File: config.mk
export PLATFORM = sky130hd
export DESIGN_NAME = uart_tx_arbiter
export DESIGN_NICKNAME = d
export VERILOG_FILES = /design/src/rtl/uart_tx_arbiter.sv
export SDC_FILE = /design/constraint.sdc
export NUM_CORES = 1
export LEC_CHECK = 0
export CAP_MARGIN = 20
export CORE_MARGIN = 4
export CORE_UTILIZATION = 30
export CTS_CLUSTER_DIAMETER = 150
export DETAILED_ROUTE_END_ITERATION = 7
export GPL_TIMING_DRIVEN = 0
export PLACE_DENSITY = 0.54
export SYNTH_ARGS = -nofsm -noshare
export SYNTH_HDL_FRONTEND = slang
export SYNTH_SLANG_ARGS = --single-unit
File: constraint.sdc
create_clock -name clk_i -period 2.85 [get_ports clk_i]
set_input_delay 0.57 -clock clk_i [delete_from_list [all_inputs] [get_ports clk_i]]
set_output_delay 0.57 -clock clk_i [all_outputs]
set_load 0.02 [all_outputs]
File: src/rtl/uart_tx_arbiter.sv
// Round-robin arbiter that shares one UART transmitter among NUM_REQ requesters.
// Illegal configs are consumed and flagged; accepted frames are held stable until the next issue.
module uart_tx_arbiter #(
  parameter int unsigned NUM_REQ   = 2,
  parameter int unsigned CNT_WIDTH = 16,
  localparam int unsigned IdW      = $clog2(NUM_REQ)
) (
  input  logic                   clk_i,
  input  logic                   rst_i,
  input  logic [NUM_REQ-1:0]     req_valid_i,
  input  logic [NUM_REQ*8-1:0]   req_data_i,
  input  logic [NUM_REQ*5-1:0]   req_cfg_i,
  output logic [NUM_REQ-1:0]     req_ready_o,
  output logic                   tx_valid_o,
  output logic [7:0]             tx_data_o,
  output logic [4:0]             tx_cfg_o,
  input  logic                   tx_ready_i,
  input  logic                   tx_busy_i,
  output logic [IdW-1:0]         grant_id_o,
  output logic                   err_o,
  output logic [IdW-1:0]         err_id_o,
  output logic [CNT_WIDTH-1:0]   frame_cnt_o
);

  typedef enum logic [1:0] {StIdle, StIssue, StStart, StDrain} state_e;

  state_e               state_q;
  logic [IdW-1:0]       rr_ptr_q;
  logic                 tx_valid_q;
  logic [7:0]           tx_data_q;
  logic [4:0]           tx_cfg_q;
  logic [IdW-1:0]       grant_id_q;
  logic                 err_q;
  logic [IdW-1:0]       err_id_q;
  logic [CNT_WIDTH-1:0] frame_cnt_q;

  logic [7:0] data_arr [NUM_REQ];
  logic [4:0] cfg_arr  [NUM_REQ];

  for (genvar g = 0; g < NUM_REQ; g++) begin : g_unpack
    assign data_arr[g] = req_data_i[8*g +: 8];
    assign cfg_arr[g]  = req_cfg_i[5*g +: 5];
  end

  logic           found;
  logic [IdW-1:0] winner;
  int             idx;
  logic [IdW-1:0] sel;

  // Scan downward so the lowest offset from rr_ptr_q is written last and wins.
  always_comb begin
    found  = 1'b0;
    winner = '0;
    idx    = 0;
    sel    = '0;
    for (int k = int'(NUM_REQ) - 1; k >= 0; k--) begin
      idx = (int'(rr_ptr_q) + k) % int'(NUM_REQ);
      sel = idx[IdW-1:0];
      if (req_valid_i[sel]) begin
        found  = 1'b1;
        winner = sel;
      end
    end
  end

  always_comb begin
    req_ready_o = '0;
    if (!rst_i && state_q == StIdle && found) req_ready_o[winner] = 1'b1;
  end

  logic [4:0] win_cfg;
  logic [7:0] win_data;
  logic       cfg_legal;

  assign win_cfg   = cfg_arr[winner];
  assign cfg_legal = (win_cfg[2:1] != 2'b11);
  // Keep only data_code+5 low bits of the payload.
  assign win_data  = data_arr[winner] & (8'hFF >> (2'd3 - win_cfg[4:3]));

  always_ff @(posedge clk_i) begin
    if (rst_i) begin
      state_q     <= StIdle;
      rr_ptr_q    <= '0;
      tx_valid_q  <= 1'b0;
      tx_data_q   <= '0;
      tx_cfg_q    <= '0;
      grant_id_q  <= '0;
      err_q       <= 1'b0;
      err_id_q    <= '0;
      frame_cnt_q <= '0;
    end else begin
      err_q <= 1'b0;
      unique case (state_q)
        StIdle: begin
          if (found) begin
            rr_ptr_q <= (int'(winner) == int'(NUM_REQ) - 1) ? '0 : winner + 1'b1;
            if (cfg_legal) begin
              tx_data_q  <= win_data;
              tx_cfg_q   <= win_cfg;
              grant_id_q <= winner;
              tx_valid_q <= 1'b1;
              state_q    <= StIssue;
            end else begin
              err_q    <= 1'b1;
              err_id_q <= winner;
            end
          end
        end
        StIssue: begin
          if (tx_ready_i) begin
            tx_valid_q  <= 1'b0;
            frame_cnt_q <= frame_cnt_q + 1'b1;
            state_q     <= tx_busy_i ? StDrain : StStart;
          end
        end
        StStart: if (tx_busy_i) state_q <= StDrain;
        StDrain: if (!tx_busy_i) state_q <= StIdle;
        default: state_q <= StIdle;
      endcase
    end
  end

  assign tx_valid_o  = tx_valid_q;
  assign tx_data_o   = tx_data_q;
  assign tx_cfg_o    = tx_cfg_q;
  assign grant_id_o  = grant_id_q;
  assign err_o       = err_q;
  assign err_id_o    = err_id_q;
  assign frame_cnt_o = frame_cnt_q;

endmodule

# == Word level (Yosys, flattened, before mapping) ==
# Index checks and enable logic that the tools add are counted.
# word_totals
regBits,36
output_inout_bits,35
word_cells,76
# op_classes
n_addsub,4
n_lt_le_gt_ge,5
n_eq_ne,9
shifts,1
n_mux,30
bitwise_logic,5
n_reduce_logical,13
# ops
operator,n
$mux W8,3
$add A16 B1 Y16 const B,1
$mux W1,15
$mux W5,3
$mux W2,6
$ne A2 B2 Y1 const B,6
$and A8 B8 Y8,1
$pmux W2 S4,1
$shr A8 B2 Y8 const A,1
$lt A1 B2 Y1 const B,3
$reduce_and A3 Y1,2
$reduce_and A5 Y1,1
$eq A2 B2 Y1 const B,2
$reduce_and A2 Y1,2
$reduce_and A4 Y1,1
$logic_and A1 B1 Y1,3
$not A1 Y1,3
$reduce_or A3 Y1,1
$add A1 B1 Y1 const B,2
$eq A2 B1 Y1 const B,1
$ge A2 B2 Y1 const B,1
$logic_not A2 Y1,1
$not A1 Y2,1
$pmux W1 S2,1
other kinds (5),5

# == Depth between registers and ports, before layout ==
# logic_depth
word_depth,13
depth_mapped,6
ltp_nobuf,6

# == Worst setup path before layout ==
# Ideal clock, no wire load.
# synth_timing
path_kind,input to output
start,input req_valid_i[0]
end,output req_ready_o[0]
arrival_time_ns,1.567
t_required_ns,2.280
path_slack_ns,0.713
cell_stages,5
n_path_buf,2
path_cell_list,nand2b_1 and2_1 clkbuf_1 buf_2 nor3_1
# synth_between
elab_chain_len,9
word_cells_on_any_way,15
# synth_lines
item,line_no,rtl
start: declaration,10,"input logic [NUM_REQ-1:0] req_valid_i,"
$mux W1 (not written as such) (2 in series),59,if (req_valid_i[sel]) begin
$mux W1 (2 in series),59,
$lt A1 B2 Y1 (not written as such) or $ge A1 B1 Y1 (tied branches),68,if (!rst_i && state_q == StIdle && found) req_ready_o[winner] = 1'b1;
$logic_and A1 B1 Y1 (not written as such),68,
$mux W1 (not written as such),68,
$demux W1 S1,68,
$mux W2 *,68,
end: declaration,13,"output logic [NUM_REQ-1:0] req_ready_o,"
# Every way passes the cells marked *; elsewhere a longest branch is shown, timed or not. The select of a mux whose other input is x is not followed.

# == Final worst setup path ==
# Ends and elaborated chain as after synthesis.

==> flow_summary.ini <==
[run_status]
result_of_the_run = completed

[detailed_routing]
dr.first_iter.drc_count = 78
drtAntennaViolNets = 0
detailedRoute.firstPassIterationCount = 4
route.detailed.wl_per_inst_um = 14.6
drc_errors = 0
vias_per_cell = 5.08
drt-total-wl_um = 5340
dr_total_vias = 1860

[clocking]
cts_buffers = 5
cts_hold_repair.buffers = 0
cts_max_path_buffers = 2
post_cts_buffers = 0
clk-insertion-delay-late_ns = 0.30
post_cts_resized = 4
cts.sinks = 36
tritoncts = yes
clk_transition_reported_paths_ns = 0.07
cts-htree-levels = 2
cts_root_buf = clkbuf_8

[synthesis]
synth.net_count = 254
synth_top_area_frac = 0.386
area_contributors_post_synth = dfxtp_1 39%, xnor2_1 4.7%, nand2_1 4.6%, a31oi_1 4.4%, a311oi_1 4.2%
yosys.area.top_type = dfxtp_1
synth_area_sq_um = 1870
distinct_cells_synth = 45
synth_cells = 217
yosysWarningCount = 0
synth.ff_latch_count = 36
post_synth.cell_area_avg_sq_um = 8.61
yosysSeqAreaShare = 0.386

[sta]
worstMarginPinSlew_ns = 0.544
slew_viol_final = 0
setup_repair_after_global_routing_missed_its_margin = no
period_needed_ns = 2.69
timing.final.hold_violations = 0
timing.max_slew.rel_slack = 0.637
setup-violations-final = 0
tns_ns = 0
clock_skew_ns = 0.00795
layout_worst_path_cycle_share = 0.943
fmax_ghz = 0.372

[run]
cap_viol_max_count = 0

[die]
die_w_um = 86.9
initial_utilization = 0.312
row_count = 28
core_footprint_sq_um = 5990
die_area_sq_um = 7560
floorplan.io_pins = 67
die_height_um = 86.9

[grt]
grt.overflow.total = 0
via_count_of_the_first_global_routing_pass = 1748
antenna_found_initial = 0
grt_start_max_net_pins = 13
grtUsageTotal = 0.146
grt_first_pass_wirelength_um = 8630

[placed_design]
port-buffer-count = 66
placed_cell_area_sq_um = 2620
gp_congestion = 0.789
detailed_place_hpwl_um = 4000

[setup_path]
worstPathRequired_ns = 2.28
crit_buf_inv = 4
timing.critical_path.max_delay_family = buffers and inverters
critical_path_arrival_ns = 2.12
classification_of_the_worst_setup_path = primary input to output port
cp_slowest_cell = clkdlybuf4s50_1
slowest_cell_delay_on_critical_path_ns = 0.54
critical_path.startpoint_type = primary input
largest_fanout_on_the_critical_path = 10
crit_path_end_kind = output port
series_of_cell_instances_along_the_critical_path = clkdlybuf4s50_1 > nand2b_1 > and2_1 > clkbuf_1 > buf_2 > nor3_1 > clkbuf_2

[layout]
antenna-diode-count = 0
postLayoutCellArea_sq_um = 2730
area_of_combinational_cells_with_multiple_inputs_sq_um = 1050
layout.area.seq_sq_um = 721
fin_nets = 327
ratio_of_cells_with_drive_above_1_in_the_final_layout = 0.107
area.growth.synth_to_final_pct = 45.9
fill_cells = 605

[power_and_ir_drop]
power.ir.vdd_worst_uv = 289
pwr_density_cell_nw_per_um2 = 703
static-leakage-power_nw = 0.992
report.power.total_mw = 1.92

[hold_path]
worst_hold_path_type = register to register
## report_power, final
part | leakage (nW) | internal [mW] | total [mW] | switching, mW
registers | 0.294 | 0.600 | 0.661 | 0.0614
clock network | 0.0541 | 0.259 | 0.455 | 0.196
logic | 0.644 | 0.372 | 0.802 | 0.430
## final timing paths
check                                 endpoint  cells past startpoint            from  slack [ns]
worst max-delay path            req_ready_o[0]                      7  req_valid_i[0]        0.16
worst min-delay path               tx_cfg_o[1]                      2     tx_cfg_o[1]        0.46
worst max register to register    tx_data_o[2]                      6      state_q[0]        0.91
worst min register to register     tx_cfg_o[1]                      2     tx_cfg_o[1]        0.46
## flip-flops by register name, indices dropped and copies added (netlist names)
name         count
tx_cfg_o         5
err_o            1
tx_data_o        8
state_q          2
frame_cnt_o     16
grant_id_o       1
rr_ptr_q         1
err_id_o         1
tx_valid_o       1
## layer usage
layer  up-vias  wire, um  GRT usage
li1        948         -          -
met1       863      2500      0.196
met2        42      2500      0.226
met3         7       254     0.0445
met4         0        91     0.0439
met5         -         0          0
## cell usage in the layout (no fill, tap or decap), drive strengths merged, types with 2 or more instances in the layout
cell type	n
a211oi	8
a21oi	10
a311oi	9
a31oi	13
a41oi	2
and2	3
and3	6
buf	8
clkbuf	12
clkdlybuf4s50	64
dfxtp	36
ha	5
inv	8
mux2	3
nand2	23
nand2b	2
nand3	9
nand4	5
nor2	16
nor2b	2
nor3	7
nor4	4
o21a	3
o21ai	8
xnor2	10
## per-stage QoR
step | hold slack, ns | cells | setup slack [ns] | utilization
2_1_floorplan | 0.473 | 217 | 0.713 | -
3_5_place_dp | 0.446 | 358 | -0.419 | 0.438
4_1_cts | 0.464 | 366 | 0.0167 | 0.457
5_1_grt | 0.475 | 366 | 0.0616 | 0.455
6_report | 0.463 | 366 | 0.162 | 0.455
3_3_place_gp | 0.450 | 358 | -0.410 | 0.438
## worst min-delay path: cells and delay by family (launching register included)
kind,cells,cell delay [ns]
AOI/OAI and AO/OA,1,0.05
buffers and inverters,1,0.05
DFF,1,0.32
## kinds of logic after synthesis
family,Yosys count,synth area share
flip-flops,36,0.386
adder cells (fa/ha/maj),5,0.0335
AO/OA/AOI/OAI,60,0.221
AND/OR/NAND/NOR,80,0.231
multiplexers,4,0.0274
XOR/XNOR,11,0.0515
buffers and inverters,21,0.0502
## final cells by class
type,instances,area share
Timing Repair Buffer,66,0.239
Buffer,13,0.0243
Clock buffer,5,0.0252
Inverter,8,0.0110
Tap cell,75,0.0344
Multi-Input combinational cell,160,0.387
Clock inverter,3,0.0156
Sequential cell,36,0.264
## cells in the mapped netlist, drive strengths merged
cell     instances
nor3             7
a211o            1
a31o             1
o2111ai          1
a211oi           8
o21ai            8
or3b             1
and3             6
nand2b           2
ha               5
or3              1
nand4            5
a311oi           9
nor4             4
nor2            16
nand2           23
nor4b            1
buf              8
dfxtp           36
o211a            1
a21oi           10
o31a             1
nor2b            2
inv              8
a21bo            1
a21boi           1
clkbuf           5
xor2             1
mux2i            1
xnor2           10
o21a             3
and2             3
mux2             3
a41oi            2
a31oi           13
nand3            9
(Power assumes the default switching activity.)
